<file path="src/rtl/fetch_queue.sv">
// ============================================================================
//  Module      : fetch_queue
//  Description : Show-ahead instruction fetch queue that sits between the PC
//                and instruction-memory stage and the decode stage.
//  Revision    : 1.0 - initial release
// ============================================================================
`default_nettype none

module fetch_queue #(
   parameter int DEPTH = 4,
   parameter int AW    = 8,
   parameter int IW    = 32
) (
   input  logic                       clk,
   input  logic                       rst,
   input  logic                       in_valid,
   input  logic [AW-1:0]              pc_in,
   input  logic [IW-1:0]              inst_in,
   output logic                       fetch_en,
   input  logic                       flush,
   output logic                       out_valid,
   input  logic                       out_ready,
   output logic [AW-1:0]              out_pc,
   output logic [IW-1:0]              out_inst,
   output logic [$clog2(DEPTH):0]     count,
   output logic                       full,
   output logic                       empty
);

   localparam int c_PW = $clog2(DEPTH);
   localparam int c_CW = c_PW + 1;

   localparam logic [c_PW-1:0] c_PTR_ONE   = c_PW'(1);
   localparam logic [c_CW-1:0] c_CNT_ONE   = c_CW'(1);
   localparam logic [c_CW-1:0] c_DEPTH_CNT = c_CW'(DEPTH);

   logic [AW-1:0]   r_mem_pc   [DEPTH];
   logic [IW-1:0]   r_mem_inst [DEPTH];

   logic [c_PW-1:0] r_rd_ptr;
   logic [c_PW-1:0] r_wr_ptr;
   logic [c_CW-1:0] r_count;
   logic [AW-1:0]   r_hold_pc;
   logic [IW-1:0]   r_hold_inst;

   logic            w_full;
   logic            w_empty;
   logic            w_pop;
   logic            w_push;
   logic            w_wr_en;
   logic [AW-1:0]   w_head_pc;
   logic [IW-1:0]   w_head_inst;

   assign w_full      = (r_count == c_DEPTH_CNT);
   assign w_empty     = (r_count == '0);
   assign w_pop       = !w_empty && out_ready;
   assign w_push      = in_valid && (!w_full || w_pop);
   assign w_wr_en     = w_push && !flush;
   assign w_head_pc   = r_mem_pc[r_rd_ptr];
   assign w_head_inst = r_mem_inst[r_rd_ptr];

   // Entry storage carries no reset; only entries behind wr_ptr are ever read.
   always_ff @(posedge clk) begin
      if (w_wr_en) begin
         r_mem_pc[r_wr_ptr]   <= pc_in;
         r_mem_inst[r_wr_ptr] <= inst_in;
      end
   end

   always_ff @(posedge clk or negedge rst) begin
      if (!rst) begin
         r_rd_ptr <= '0;
         r_wr_ptr <= '0;
         r_count  <= '0;
      end else if (flush) begin
         r_rd_ptr <= '0;
         r_wr_ptr <= '0;
         r_count  <= '0;
      end else begin
         if (w_push) begin
            r_wr_ptr <= r_wr_ptr + c_PTR_ONE;
         end
         if (w_pop) begin
            r_rd_ptr <= r_rd_ptr + c_PTR_ONE;
         end
         case ({w_push, w_pop})
            2'b10:   r_count <= r_count + c_CNT_ONE;
            2'b01:   r_count <= r_count - c_CNT_ONE;
            default: r_count <= r_count;
         endcase
      end
   end

   // Tracks the head shown while valid so the outputs hold once the queue drains.
   always_ff @(posedge clk or negedge rst) begin
      if (!rst) begin
         r_hold_pc   <= '0;
         r_hold_inst <= '0;
      end else if (!w_empty) begin
         r_hold_pc   <= w_head_pc;
         r_hold_inst <= w_head_inst;
      end
   end

   assign out_valid = !w_empty;
   assign out_pc    = w_empty ? r_hold_pc   : w_head_pc;
   assign out_inst  = w_empty ? r_hold_inst : w_head_inst;
   assign fetch_en  = !w_full || out_ready;
   assign count     = r_count;
   assign full      = w_full;
   assign empty     = w_empty;

endmodule

`default_nettype wire

</file>
<file path="config.mk">
export PLATFORM = sky130hd
export DESIGN_NAME = fetch_queue
export DESIGN_NICKNAME = d
export VERILOG_FILES = /design/src/rtl/fetch_queue.sv
export SDC_FILE = /design/constraint.sdc
export NUM_CORES = 1
export LEC_CHECK = 0
export ABC_CLOCK_PERIOD_IN_PS = 2400
export CAP_MARGIN = 20
export CORE_MARGIN = 1
export CORE_UTILIZATION = 26
export DETAILED_ROUTE_END_ITERATION = 16
export GPL_ROUTABILITY_DRIVEN = 0
export PLACE_DENSITY = 0.49
export SETUP_SLACK_MARGIN = 0.4
export SKIP_CTS_REPAIR_TIMING = 1
export SYNTH_ARGS = -nofsm -noshare
export SYNTH_HDL_FRONTEND = slang
export SYNTH_SLANG_ARGS = --single-unit
export TNS_END_PERCENT = 100
</file>
<file path="constraint.sdc">
create_clock -name clk -period 2.4 [get_ports clk]
set_input_delay 0.48 -clock clk [delete_from_list [all_inputs] [get_ports clk]]
set_output_delay 0.48 -clock clk [all_outputs]
set_load 0.005 [all_outputs]
</file>
* After elaboration in Yosys (flattened, before gate mapping)
Memory sizes are Yosys's and may differ from the RTL's.
Index checks and enable logic that the tools add are counted.
** Storage, ports and cells
- Bits in registers :: 47
- Bits in writable memories :: 160
- Bits of input ports :: 45
- Output and inout bits :: 47
- Logic and storage cells :: 36
- Memories kept :: 2
** Memory list
- r_mem_inst :: words 4, bits a word 32, rd ports 1, clocked after memory_dff 0, write ports 1, RTL line 38 : logic [IW-1:0] r_mem_inst [DEPTH];
- r_mem_pc :: words 4, bits a word 8, rd ports 1, clocked after memory_dff 0, write ports 1, RTL line 37 : logic [AW-1:0] r_mem_pc [DEPTH];
** Operators by class
- $add $sub $neg :: 4
- Eq/ne operators :: 3
- Muxes and demuxes :: 10
- Reduce and logical (&&, ||, !) cells :: 12
** Operators with widths (count)
- 32-bit 2-to-1 mux :: 1
- 2-bit 2-to-1 mux :: 4
- 8-bit 2-to-1 mux :: 1
- 3-bit case mux with 2 select lines :: 1
- 2-bit by 1-bit adder with 2-bit output, second input constant :: 2
- 2-bit nonzero test :: 2
- 3-bit by 1-bit adder with 3-bit output, second input constant :: 1
- 3-bit equality test, second input constant :: 1
- 1-bit logical AND :: 3
- 1-bit zero test :: 3
- 3-bit zero test :: 1
- 3-bit 2-to-1 mux :: 1
- 3-bit nonzero test :: 1
- 3-bit by 1-bit subtractor with 3-bit output, second input constant :: 1
- 2-bit by 1-bit equality test with 1-bit output, second input constant :: 1
- 2-bit equality test, second input constant :: 1
- 1-bit logical OR :: 2
- 1-bit 2-to-1 mux :: 2

* Longest topological paths before layout
- Depth after elaboration :: 8
- Mapped depth :: 9
- Mapped depth without buffers :: 7

* Least setup slack after synthesis
OpenSTA, ideal clock, no wires.
- Path kind :: flip-flop to flip-flop
- Start point :: register r_count[1], in the netlist count[1]
- End point :: register r_count[2], in the netlist count[2]
- Library setup time :: 0.082 ns
- Data arrival time :: 2.507 ns
- Data required time :: 2.318 ns
- Slack :: -0.189 ns
- Cell stages (with the launch flop) :: 10
- Buffers on the path :: 2
- Clock period less this slack :: 2.589 ns
- Cells stage by stage :: dfrtp_1 > buf_2 > nor3_4 > buf_2 > inv_1 > and3_1 > fa_1 > or3b_1 > or3_1 > a31oi_1
** Between the ends
- Longest elaborated chain between the ends :: 8
- Elaborated cells on any way between the ends :: 14
- Classes of those cells :: add/sub (2); eq/ne (3); mux (2); reduce/logical (7)
** Ends and longest elaborated chain
- from (decl) :: RTL line 42 : logic [c_CW-1:0] r_count;
- from (signal assigned) :: RTL line 87 : 2'b10: r_count <= r_count + c_CNT_ONE;
- from (signal assigned) :: RTL line 88 : 2'b01: r_count <= r_count - c_CNT_ONE;
- from (signal assigned) :: RTL line 89 : default: r_count <= r_count;
- 3-bit zero test * :: RTL line 55 : assign w_empty = (r_count == '0);
- named net empty :: RTL line 27 : output logic empty
- 1-bit zero test *
- named net out_valid :: RTL line 21 : output logic out_valid,
- 1-bit logical AND * :: RTL line 56 : assign w_pop = !w_empty && out_ready;
- 1-bit logical OR :: RTL line 57 : assign w_push = in_valid && (!w_full || w_pop);
- 1-bit logical AND :: RTL line 57
- 2-bit by 1-bit equality test with 1-bit output or 2-bit equality test (tied branches) :: RTL line 86 : case ({w_push, w_pop})
- 3-bit case mux with 2 select lines :: RTL line 86
- 3-bit 2-to-1 mux :: RTL line 75 : end else if (flush) begin
Mark *: on every way through the listed nets, which the timed path passes. The rest lies on a longest branch.
A chain may end at the register's enable or synchronous reset.

* Worst setup path in the final report
- Start point :: register r_rd_ptr[0]
- End point :: output out_inst[12]
** Between the ends
- Longest elaborated chain between the ends :: 2
** Ends and longest elaborated chain
- from (decl) :: RTL line 40 : logic [c_PW-1:0] r_rd_ptr;
- from (signal assigned) :: RTL line 84 : r_rd_ptr <= r_rd_ptr + c_PTR_ONE;
- memory read 4 x 32 bit
- 32-bit 2-to-1 mux
- to (decl) :: RTL line 24 : output logic [IW-1:0] out_inst,
No other way between the ends.

==> impl_metrics.yaml <==
run_status:
  status: "finished with violations"
  violations: "hold timing, setup timing"
critical_path:
  slowest_delay_ns: 0.50
  r2r-start: "count[2]"
  required_ns: 1.92
  crit_type: "reg2out"
  reg2reg_to: "count[2]"
  worstPathCellList: "buf_12 -> buf_4 -> buf_16 -> mux4_2 -> mux2_4 -> clkbuf_2"
  crit_path_end_kind: "primary output"
  critPathArrivalTime_ns: 2.25
  crit_slowest_cell: "dfrtp_4"
  r2r_slack_ns: 0
  cp-start-kind: "flip-flop"
  cp_max_fo: 6
  ff2ff_path_depth: 9
sta:
  post-route-period-util_pct: 114
  whs_ns: -0.0239
  period_minus_slack_ns: 2.73
  setup_viol: 41
  hold_viol: 18
  clock.fmax_mhz: 366
  slew_viol_final: 0
  relSlewSlack_pct: 60.5
  worst_slack_ns: -0.334
  worst_pin_slew_ns: 0.593
  rsz0062_at_grt: "true"
  skew_ns: 0.0126
run:
  drv_cap: 0
synth:
  ys.flop_type: "edfxtp_1"
  yosys_warnings: 0
  synth_cell_types: 34
  synth_top_family_by_area: "multiplexers"
  syn_area_per_cell_sq_um: 21.8
  synthSimpleGateAreaFrac_pct: 1.73
  syn_nets: 409
  synth-edff-count: 160
  synth.ff_latch_count: 207
  synth_compound_area_share_pct: 1.12
  syn-cell-area_sq_mm: 0.00782
  yosysSeqAreaShare_pct: 76.5
  async_reset_ff_share_pct: 22.7
  synthXorXnorAreaFrac_pct: 0.448
  muxShareOfSynthArea_pct: 17.4
  synth_cells: 359
  synth_fa_ha_area_share_pct: 0.896
layout:
  final_cell_mix: "edfxtp_1, dfrtp_1, clkdlybuf4s50_1"
  fin_cells: 941
  diodes: 0
  nets: 583
  final_util_pct: 36.9
  layout-drive-gt1-share_pct: 45.2
  area_delta_synth_final_pct: 39.7
  layout.cells.most_common: "edfxtp_1"
hold_path:
  hp-class: "in2async"
die:
  coreArea_sq_mm: 0.0296
  dieArea_sq_mm: 0.0308
  pin_count: 92
  die_h_microns: 175
  die_w_microns: 175
  rows: 63
  start_util_pct: 26.4
placed_design:
  place_ws_ns: -0.165
  placed_cells: 862
  portBuffers: 91
  detailed_place_hpwl_microns: 11000
clock_network:
  cts_num_sinks: 207
  numCtsBuffers: 25
  clockRootBuffer: "clkbuf_16"
  cts.path.max_buffers: 3
  clk_pin_slew_ns: 0.06
  htree_levels: 1
  cts_tree: "built"
  clkLatencyLatePin_ns: 0.51
detailed_routing:
  viasPerCell: 4.29
  remaining_drc_errors: 0
  vias: 4036
  wl_microns: 18000
  drt_iter0_drc: 219
  drt-wirelength-per-cell_microns: 19.1
  drt-pass1-iter-count: 4
  ant_nets: 0
pwr:
  sw_frac_of_total_pct: 23.9
  power_leakage_nw: 4.06
  p_per_area_mw_per_mm2: 948
  p_total_mw: 10.4
  pwr-share-seq_pct: 42.7
  net-switching-power_mw: 2.48
  irDropWorstVdd_mv: 0.432
  p_comb_share_pct: 23.4
  p_clk_share_pct: 33.9
  p_int_mw: 7.88
grt:
  grt_pass1_vias: 4253
  grtUsageTotal_pct: 11.1
  grt_max_degree: 21
  grt.overflow.total: 0
  grt_pass1_wl_microns: 25600
  antenna_found_initial: 0
-- power groups by stage --
stage | Sequential [mW] | Combinational [mW] | Clock [mW]
floorplan | 4.43 | 0.954 | 0
global placement | 4.47 | 2.09 | 0
detailed placement | 4.48 | 2.12 | 0
CTS | 4.41 | 2.13 | 3.62
global route | 4.47 | 2.61 | 3.74
finish | 4.43 | 2.42 | 3.51
-- cell families after synthesis --
kind of cell | Yosys count
DFF | 207
AOI/OAI and AO/OA | 13
and+or+nand+nor | 23
xor gates and xnor gates | 4
buffers and inverters | 27
muxes | 80
adders and majority gates | 5
-- registers in the layout, summed over array words and instances, names as in the netlist --
register and flops:
r_mem_inst 128, r_hold_inst 32, r_mem_pc 32, r_hold_pc 8, count 3, r_rd_ptr 2
r_wr_ptr 2
-- worst max-delay path, delay by kind of cell (launching register included) --
family   cells  cell delay [ns]
flops        1             0.50
mux          2             0.71
buf+inv      4             0.53
-- worst max path at each step --
stage,start,cells past startpoint,endpoint
floorplan,count[0],9,count[2]
global placement,r_rd_ptr[0],4,out_inst[9]
detailed placement,r_rd_ptr[0],4,out_inst[9]
CTS,r_rd_ptr[0],4,out_inst[9]
global route,r_rd_ptr[0],6,out_inst[13]
finish,r_rd_ptr[0],6,out_inst[12]
-- area by class of cell --
class	instances	area (sq um)
multi-input cells	125	1870
flip-flops and latches	207	5990
clock inverters	11	83.8
repair buffers	167	1780
well taps	390	488
fillers	2788	18700
inverters	7	31.3
clock buffers	34	679
-- stage by stage --
step	hold slack [ns]	setup TNS [ns]	area [sq um]
detailed placement	0.482	-2.07	9640
global placement	0.477	-1.40	9640
global route	0.00313	-12.35	10900
CTS	-0.0202	-24.26	10400
floorplan	0.184	-0.000339	7850
finish	-0.0239	-9.61	10900
-- metal layers --
metal / part of all wire (%) / vias up / routed length, microns / GRT usage (%)
met5: 0 / - / 0 / 0
met4: 2.5 / 0 / 451 / 3.19
met3: 4.2 / 29 / 752 / 2.64
met2: 51 / 96 / 9170 / 19.2
met1: 42 / 2114 / 7580 / 13.9
li1: - / 1797 / - / -
-- synthesized netlist by cell type (2+ instances only) --
master     count  area share, %
buf_6          5           0.72
mux4_1         2           0.67
o2111ai_1      2           0.22
nand3_1        4           0.26
nand2_1        2          0.096
inv_1          7           0.34
edfxtp_1     160             61
buf_1          2          0.096
dfrtp_1       47             15
nor2_1         5           0.24
mux4_2        38             11
ha_1           4           0.64
buf_2         11           0.70
mux2_2        40            5.8
o21ai_0        2           0.13
clkbuf_1       2          0.096
a21oi_1        3           0.19
xor2_1         3           0.34
and2_1         5           0.40
Power figures use the tool's default switching activity.
